<file path="config.mk">
export PLATFORM = sky130hd
export DESIGN_NAME = fp_add_scheduler
export DESIGN_NICKNAME = d
export VERILOG_FILES = /design/src/rtl/fp_sched_pkg.sv /design/src/rtl/rr_arbiter.sv /design/src/rtl/fp_add_scheduler.sv
export SDC_FILE = /design/constraint.sdc
export NUM_CORES = 1
export LEC_CHECK = 0
export CAP_MARGIN = 10
export CORE_AREA = 2 2 158 160
export DETAILED_ROUTE_END_ITERATION = 10
export DIE_AREA = 0 0 160 162
export PLACE_DENSITY = 0.68
export RECOVER_POWER = 25
export SYNTH_ARGS = -nofsm -noshare
export SYNTH_HDL_FRONTEND = slang
export SYNTH_HIERARCHICAL = 1
export SYNTH_SLANG_ARGS = --single-unit
</file>
<file path="constraint.sdc">
create_clock -name clk -period 3.9 [get_ports clk]
set_clock_uncertainty 0.1 [all_clocks]
set_input_delay 0.78 -clock clk [delete_from_list [all_inputs] [get_ports clk]]
set_output_delay 0.78 -clock clk [all_outputs]
set_load 0.01 [all_outputs]
</file>
<file path="src/rtl/fp_sched_pkg.sv">
// Shared types and constants for the floating-point adder scheduler.
package fp_sched_pkg;

  typedef enum logic [1:0] {
    ST_IDLE  = 2'd0,
    ST_ISSUE = 2'd1,
    ST_WAIT  = 2'd2,
    ST_RESP  = 2'd3
  } sched_state_t;

  localparam int FP_W = 32;
  localparam logic [FP_W-1:0] FP_QNAN = 32'h7FC00000;

endpackage

</file>
<file path="src/rtl/rr_arbiter.sv">
// Combinational round-robin picker: first set request above last_grant, wrapping.
module rr_arbiter #(
  parameter int NUM_REQ = 4,
  parameter int IW      = (NUM_REQ > 1) ? $clog2(NUM_REQ) : 1
) (
  input  logic [NUM_REQ-1:0] req,
  input  logic [IW-1:0]      last_grant,
  output logic [NUM_REQ-1:0] grant,
  output logic [IW-1:0]      grant_idx
);

  logic              found;
  int unsigned       pos;
  logic [IW-1:0]     pos_idx;

  always_comb begin
    grant     = '0;
    grant_idx = '0;
    found     = 1'b0;
    pos       = 0;
    pos_idx   = '0;
    for (int unsigned k = 1; k <= NUM_REQ; k++) begin
      pos     = (32'(last_grant) + k) % 32'(NUM_REQ);
      pos_idx = IW'(pos);
      if (!found && req[pos_idx]) begin
        found          = 1'b1;
        grant[pos_idx] = 1'b1;
        grant_idx      = pos_idx;
      end
    end
  end

endmodule

</file>
<file path="src/rtl/fp_add_scheduler.sv">
// Round-robin scheduler sharing one start/done floating-point adder among
// NUM_REQ requesters, with one operation outstanding and a WAIT watchdog.
module fp_add_scheduler
  import fp_sched_pkg::*;
#(
  parameter int NUM_REQ = 4,
  parameter int TIMEOUT = 16
) (
  input  logic                    clk,
  input  logic                    rst,
  input  logic [NUM_REQ-1:0]      req_valid,
  input  logic [32*NUM_REQ-1:0]   req_a,
  input  logic [32*NUM_REQ-1:0]   req_b,
  output logic [NUM_REQ-1:0]      req_ready,
  output logic [NUM_REQ-1:0]      rsp_valid,
  output logic [31:0]             rsp_data,
  output logic                    rsp_err,
  input  logic [NUM_REQ-1:0]      rsp_ready,
  output logic                    fpu_start,
  output logic [31:0]             fpu_a,
  output logic [31:0]             fpu_b,
  input  logic [31:0]             fpu_result,
  input  logic                    fpu_done
);

  localparam int IW = (NUM_REQ > 1) ? $clog2(NUM_REQ) : 1;

  sched_state_t        state;
  logic [IW-1:0]       last_grant;
  logic [IW-1:0]       gnt_idx_q;
  logic [IW-1:0]       arb_idx;
  logic [NUM_REQ-1:0]  arb_grant;
  logic [7:0]          wd_cnt;
  logic [7:0]          wd_next;
  logic [FP_W-1:0]     a_q;
  logic [FP_W-1:0]     b_q;
  logic [FP_W-1:0]     sel_a;
  logic [FP_W-1:0]     sel_b;

  rr_arbiter #(
    .NUM_REQ (NUM_REQ),
    .IW      (IW)
  ) u_arb (
    .req        (req_valid),
    .last_grant (last_grant),
    .grant      (arb_grant),
    .grant_idx  (arb_idx)
  );

  // Grant is offered only while idle and out of reset; it is the accept itself.
  assign req_ready = (state == ST_IDLE && !rst) ? arb_grant : '0;
  assign fpu_a     = a_q;
  assign fpu_b     = b_q;
  assign wd_next   = wd_cnt + 8'd1;

  always_comb begin
    sel_a = '0;
    sel_b = '0;
    for (int unsigned i = 0; i < NUM_REQ; i++) begin
      if (arb_grant[i]) begin
        sel_a = req_a[i*FP_W +: FP_W];
        sel_b = req_b[i*FP_W +: FP_W];
      end
    end
  end

  always_ff @(posedge clk or posedge rst) begin
    if (rst) begin
      state      <= ST_IDLE;
      last_grant <= IW'(NUM_REQ - 1);
      gnt_idx_q  <= '0;
      a_q        <= '0;
      b_q        <= '0;
      rsp_data   <= '0;
      rsp_err    <= 1'b0;
      rsp_valid  <= '0;
      fpu_start  <= 1'b0;
      wd_cnt     <= '0;
    end else begin
      case (state)
        ST_IDLE: begin
          if (|arb_grant) begin
            a_q       <= sel_a;
            b_q       <= sel_b;
            gnt_idx_q <= arb_idx;
            fpu_start <= 1'b1;
            state     <= ST_ISSUE;
          end
        end
        ST_ISSUE: begin
          fpu_start <= 1'b0;
          wd_cnt    <= '0;
          state     <= ST_WAIT;
        end
        ST_WAIT: begin
          wd_cnt <= wd_next;
          // A done arriving on the expiry cycle still wins over the watchdog.
          if (fpu_done) begin
            rsp_data  <= fpu_result;
            rsp_err   <= 1'b0;
            rsp_valid <= NUM_REQ'(1) << gnt_idx_q;
            state     <= ST_RESP;
          end else if (wd_next == 8'(TIMEOUT)) begin
            rsp_data  <= FP_QNAN;
            rsp_err   <= 1'b1;
            rsp_valid <= NUM_REQ'(1) << gnt_idx_q;
            state     <= ST_RESP;
          end
        end
        ST_RESP: begin
          if (rsp_ready[gnt_idx_q]) begin
            last_grant <= gnt_idx_q;
            rsp_valid  <= '0;
            state      <= ST_IDLE;
          end
        end
        default: state <= ST_IDLE;
      endcase
    end
  end

endmodule

</file>
Yosys cells after proc, flatten, opt, wreduce, memory -nomap -nowiden. Index checks and enable logic that the tools add are counted.

Add/sub/neg operators: 5. Magnitude comparators: 9. Equal/unequal tests: 7. Shifts and indexed selects: 1. Multiplexer cells: 54. Bitwise gates (word level): 3. Reductions and logical operators: 24.

Operators with widths (count): $mux 32 (10); $mux 4 (8); $mux 2 (8); $pmux 8 s2 (1); $lt 2x3->1 const B (5); $mux 1 (15); $or 4x4->4 (3); $bmux 1 s2 (5); $add 8x1->8 const B (1); $demux 1 s2 (4); $eq 8x5->1 const B (1); $ge 2x1->1 const B (4); $logic_and 1x1->1 (8); $pmux 2 s4 (1); $pmux 4 s2 (1); $reduce_and 2->1 (4); $reduce_bool 2->1 (4); $reduce_and 3->1 (2); $add 2x1->2 const B (2); $add 2x2->2 const B (2); $eq 2x2->1 const B (2); $logic_not 1->1 (4); $reduce_or 4->1 (1); $shl 1x2->4 const A (1); 6 further kinds (6).

Bits in registers: 116. Output and inout bits: 106. Word-level logic and storage cells: 113.

Logic depth before layout (Yosys ltp).
Depth in word-level cells: 17. Gate-level depth with buffers: 16. Gate-level depth less buffers: 11.

By module. The synthesis kept the hierarchy.

Modules (own cells, without submodules): fp_add_scheduler (times used 1, cells each 637, area each 6174.7 um2); rr_arbiter (times used 1, cells each 68, area each 545.5 um2).

Least setup slack after synthesis. OpenSTA, ideal clock, no wires.

Kind: reg-to-reg. Start point: register last_grant[0]. End point: register gnt_idx_q[0]. Setup time: 0.125 ns. Arrival: 3.465 ns. Setup slack: 0.210 ns. Stages on the path, launching flop included: 15. Path buffers: 4. Clock period less this slack: 3.690 ns. Path through: dfstp_2 > buf_4 > inv_1 > ha_1 > buf_4 > mux4_2 > nand2_1 > o21ai_0 > a221o_2 > or2_2 > nor3_1 > nand2b_1 > clkbuf_1 > buf_2 > mux2_2.

Cells in the longest elaborated chain, start to end: 15.

Ends and longest elaborated chain: from (decl) (RTL line fp_add_scheduler.sv:29) `logic [IW-1:0] last_grant;`; from (signal assigned) (RTL line fp_add_scheduler.sv:70) `last_grant <= IW'(NUM_REQ - 1);`; from (signal assigned) (RTL line fp_add_scheduler.sv:112) `last_grant <= gnt_idx_q;`; parallel branches: the longest is 12 deep, another holds $lt 2x3->1; $mux 4 (*) (RTL line rr_arbiter.sv:25) `if (!found && req[pos_idx]) begin`; named net arb_grant[3] (RTL line fp_add_scheduler.sv:32) `logic [NUM_REQ-1:0] arb_grant;`; $reduce_or 4->1 (*) (RTL line fp_add_scheduler.sv:82) `if (|arb_grant) begin`; $reduce_and 2->1 (no line) (*); to (signal assigned) (RTL line fp_add_scheduler.sv:85) `gnt_idx_q <= arb_idx;`; to (decl) (RTL line fp_add_scheduler.sv:30) `logic [IW-1:0] gnt_idx_q;`.

Mark *: on every way through the listed nets, which the timed path passes. The select of a mux whose other input is x is not followed. A chain may end at the register's enable or synchronous reset.

Worst setup path after layout.
Start point: input req_valid[2]. End point: output req_ready[2].

Cells in the longest elaborated chain, start to end: 13.

Ends and longest elaborated chain: from (decl) (RTL line fp_add_scheduler.sv:11) `input logic [NUM_REQ-1:0] req_valid,`; $bmux 1 s2 (RTL line rr_arbiter.sv:25); $mux 1 (not written as such) (RTL line rr_arbiter.sv:25); $mux 1 (RTL line rr_arbiter.sv:25); $logic_not 1->1 (RTL line rr_arbiter.sv:25); $logic_and 1x1->1 (RTL line rr_arbiter.sv:25); $mux 1 (RTL line rr_arbiter.sv:25); $logic_not 1->1 (RTL line rr_arbiter.sv:25); $logic_and 1x1->1 (RTL line rr_arbiter.sv:25); $mux 1 (RTL line rr_arbiter.sv:25); $logic_not 1->1 (RTL line rr_arbiter.sv:25); $logic_and 1x1->1 (RTL line rr_arbiter.sv:25); $mux 4 (*) (RTL line rr_arbiter.sv:25); named net arb_grant[2] (RTL line fp_add_scheduler.sv:32); $mux 4 (*) (RTL line fp_add_scheduler.sv:51) `assign req_ready = (state == ST_IDLE && !rst) ? arb_grant : '0;`; to (decl) (RTL line fp_add_scheduler.sv:14) `output logic [NUM_REQ-1:0] req_ready,`.

Mark *: on every way through the listed nets, which the timed path passes. The rest lies on a longest branch. The select of a mux whose other input is x is not followed.

==> metrics.txt <==
status complete, but fails checks; Final Hold Viols 0; synthesized cell area 6720 µm²; max cap viols 1; Starting Density 0.279; reg2reg start last_grant[0]; row count 57; clock slew at reported path FFs 60 ps; Setup Crit Path Kind in2out; Clock Latency Late Sink 410 ps; final RePlAce weighted congestion 0.892; share of cells above drive strength 1 0.105; number of global-route vias before repair 7,621; Synth Register Bits 116; Num CTS Buffers 17; crit-path max FO 4; Final Slew Violations 117; register area share after synthesis 0.432; # setup viols final 0; IO Pins 405; Worst Hold Class reg2reg; Startpoint Class primary input; largest net degree at the start of global routing 117; die area 25,900 µm²; Initial DRC Count 610; Remaining DRCs 0; DIE WIDTH 160 µm; IO buf count 404; P per Cell Area 903 nW/µm²; Synth area leaders dfrtp_1 42%, a221oi_1 8.3%, o31ai_1 7.5%; Post-DP HPWL 21,400 µm; Area growth syn-to-layout 78.4%; Sink Count 116; Post-Syn Nets 1,017; arrival time at the worst endpoint 2740 ps; post-synth cell types 52; H-tree levels 4; area share of fa/ha/maj cells after synthesis 0.0242; Mapped Cells 705; CP Capture Type primary output; FMAX 0.277 GHz; relative slew slack -0.116; CTS tree built; Post-synth ARST share 1.00; Die Y-Extent 162 µm; largest family of logic cells by synthesized area compound AO/OA/AOI/OAI gates; Synth Flop Type dfrtp_1; Via Count 7,613; final net count 1,415; antenna violations before repair 1; crit path launch req_valid[2]; share of the synthesized area in the top cell type 0.425; total wire length 28,700 µm; post-synthesis mux area share 0.0313; first-pass GRT wire length 44,600 µm; Post-Synth XOR/XNOR Area 0.00130; fin crit share 0.927; global router's overall resource usage 0.218; CTS max path bufs 2; Hold Startpoint fpu_a[3]; EDFF count, synth 0; RSZ-0062 raised after global routing no; Worst-Margin Slew 1670 ps; core region area 24,100 µm²; syn_area_per_cell 9.53 µm²; Root Buffer clkbuf_16; Filler Cell Count 2,268; Setup TNS Final 0 ps; Synth Area in Simple Gates 0.123; LEAKAGE 4.78 nW; failing checks capacitance limit, slew limit; synth warn 6; Final min period 3620 ps; CP Data Required Time 3020 ps; grt ovf 0; DRT antenna net count 0; Tot Pwr 10.8 mW; Yosys top cell by area dfrtp_1; drt via density 5.28; drt wl/cell 19.9 µm; Compound-Gate Fraction of Synth Area 0.332; maximum vdd drop 0.672 mV; 1st-pass router iterations 5
routing by layer:
layer  vias to the layer above  routed length [µm]  global-route usage
li1                       3567                   -                   -
met1                      3724               12200               0.281
met2                       287               14300               0.364
met3                        35                1790              0.0529
met4                         0                 504              0.0618
met5                         -                   0                   0
Yosys cell counts (all sizes together), types with 5 or more instances:
| cell | count |
|---|---|
| a21oi | 39 |
| a221o | 27 |
| a221oi | 65 |
| and2 | 5 |
| buf | 19 |
| clkbuf | 52 |
| dfrtp | 114 |
| ha | 13 |
| inv | 13 |
| mux2 | 10 |
| nand2 | 96 |
| nand2b | 25 |
| nand3 | 7 |
| nor2 | 15 |
| nor2b | 7 |
| nor3 | 6 |
| o21ai | 13 |
| o22ai | 73 |
| o31ai | 67 |
report_power, final:
group | total [mW] | switching [mW] | internal (mW) | leakage (nW)
logic | 7.07 | 3.72 | 3.35 | 3.06
clock network | 1.64 | 0.614 | 1.03 | 0.294
registers | 2.11 | 0.348 | 1.76 | 1.42
metrics by stage:
step	utilization	instance area, µm²	hold WS, ps	setup slack (ps)	instances
global route	0.497	12000	403	171	1441
CTS	0.495	11900	378	12.6	1438
global placement	0.469	11300	359	44.1	1405
detailed placement	0.469	11300	365	26.3	1405
finish	0.497	12000	376	284	1441
floorplan	-	6720	388	210	705
sequential cells by signal, indices dropped and copies added (netlist names):
register and cells:
fpu_a 32, rsp_valid 4, wd_cnt 8, gnt_idx_q 2, last_grant 2, rsp_err 1, rsp_data 32, state 2
fpu_b 32, fpu_start 1
cells in the final DEF, fill, tap and decap left out, types with 11 or more instances in the layout:
master and count:
clkdlybuf4s50_1 398, dfrtp_1 114, nand2_1 93, o22ai_1 73, o31ai_1 67, a221oi_1 64
a21oi_1 39, buf_4 36, nand2b_1 24, a221o_1 23, clkbuf_16 17, nor2_1 14
o21ai_0 13, ha_1 12, inv_1 11
logic make-up (layout without fill, tap and decap cells):
| family | Yosys count | after routing |
|---|---|---|
| flops | 116 | 116 |
| other cells | 0 | 1 |
| fa+ha+maj | 13 | 13 |
| xor+xnor | 1 | 1 |
| compound gates | 300 | 300 |
| mux | 16 | 16 |
| simple gates | 175 | 175 |
| buf+inv | 84 | 495 |
repair_timing:
action / in CTS / in global routing
resized for setup: 0 / 10
buffers inserted: 1 / 2
hold buffers: 0 / 0
pin swaps: 0 / 5
gates cloned: 0 / 0
setup endpoints to repair: 4 / 4
final timing paths:
check	to	slack (ps)	cells past startpoint
worst min register to register	fpu_a[3]	380	2
worst min-delay path	fpu_a[3]	380	2
max in group asynchronous	fpu_b[6]	1220	3
min in group asynchronous	gnt_idx_q[1]	1460	3
worst max register to register	fpu_a[16]	500	12
worst max-delay path	req_ready[2]	280	8
critical path, stage by stage:
cell and delay (ps):
clkdlybuf4s50_1 450, mux4_2 560, buf_4 180, nand2_1 50
o21ai_0 80, a221o_2 330, and2_1 140, dlymetal6s2s_1 170
cell type report:
| class | instances | area [µm²] | share of cell area |
|---|---|---|---|
| tap | 324 | 405 | 0.0338 |
| sequential | 116 | 2910 | 0.242 |
| timing repair buffer | 450 | 4510 | 0.377 |
| multi-input combinational | 505 | 3490 | 0.291 |
| clock inverter | 14 | 175 | 0.0146 |
| inverter | 13 | 52.6 | 0.00438 |
| clock buffer | 18 | 439 | 0.0366 |
| antenna | 1 | 2.50 | 0.000209 |
(Power assumes the default switching activity.)
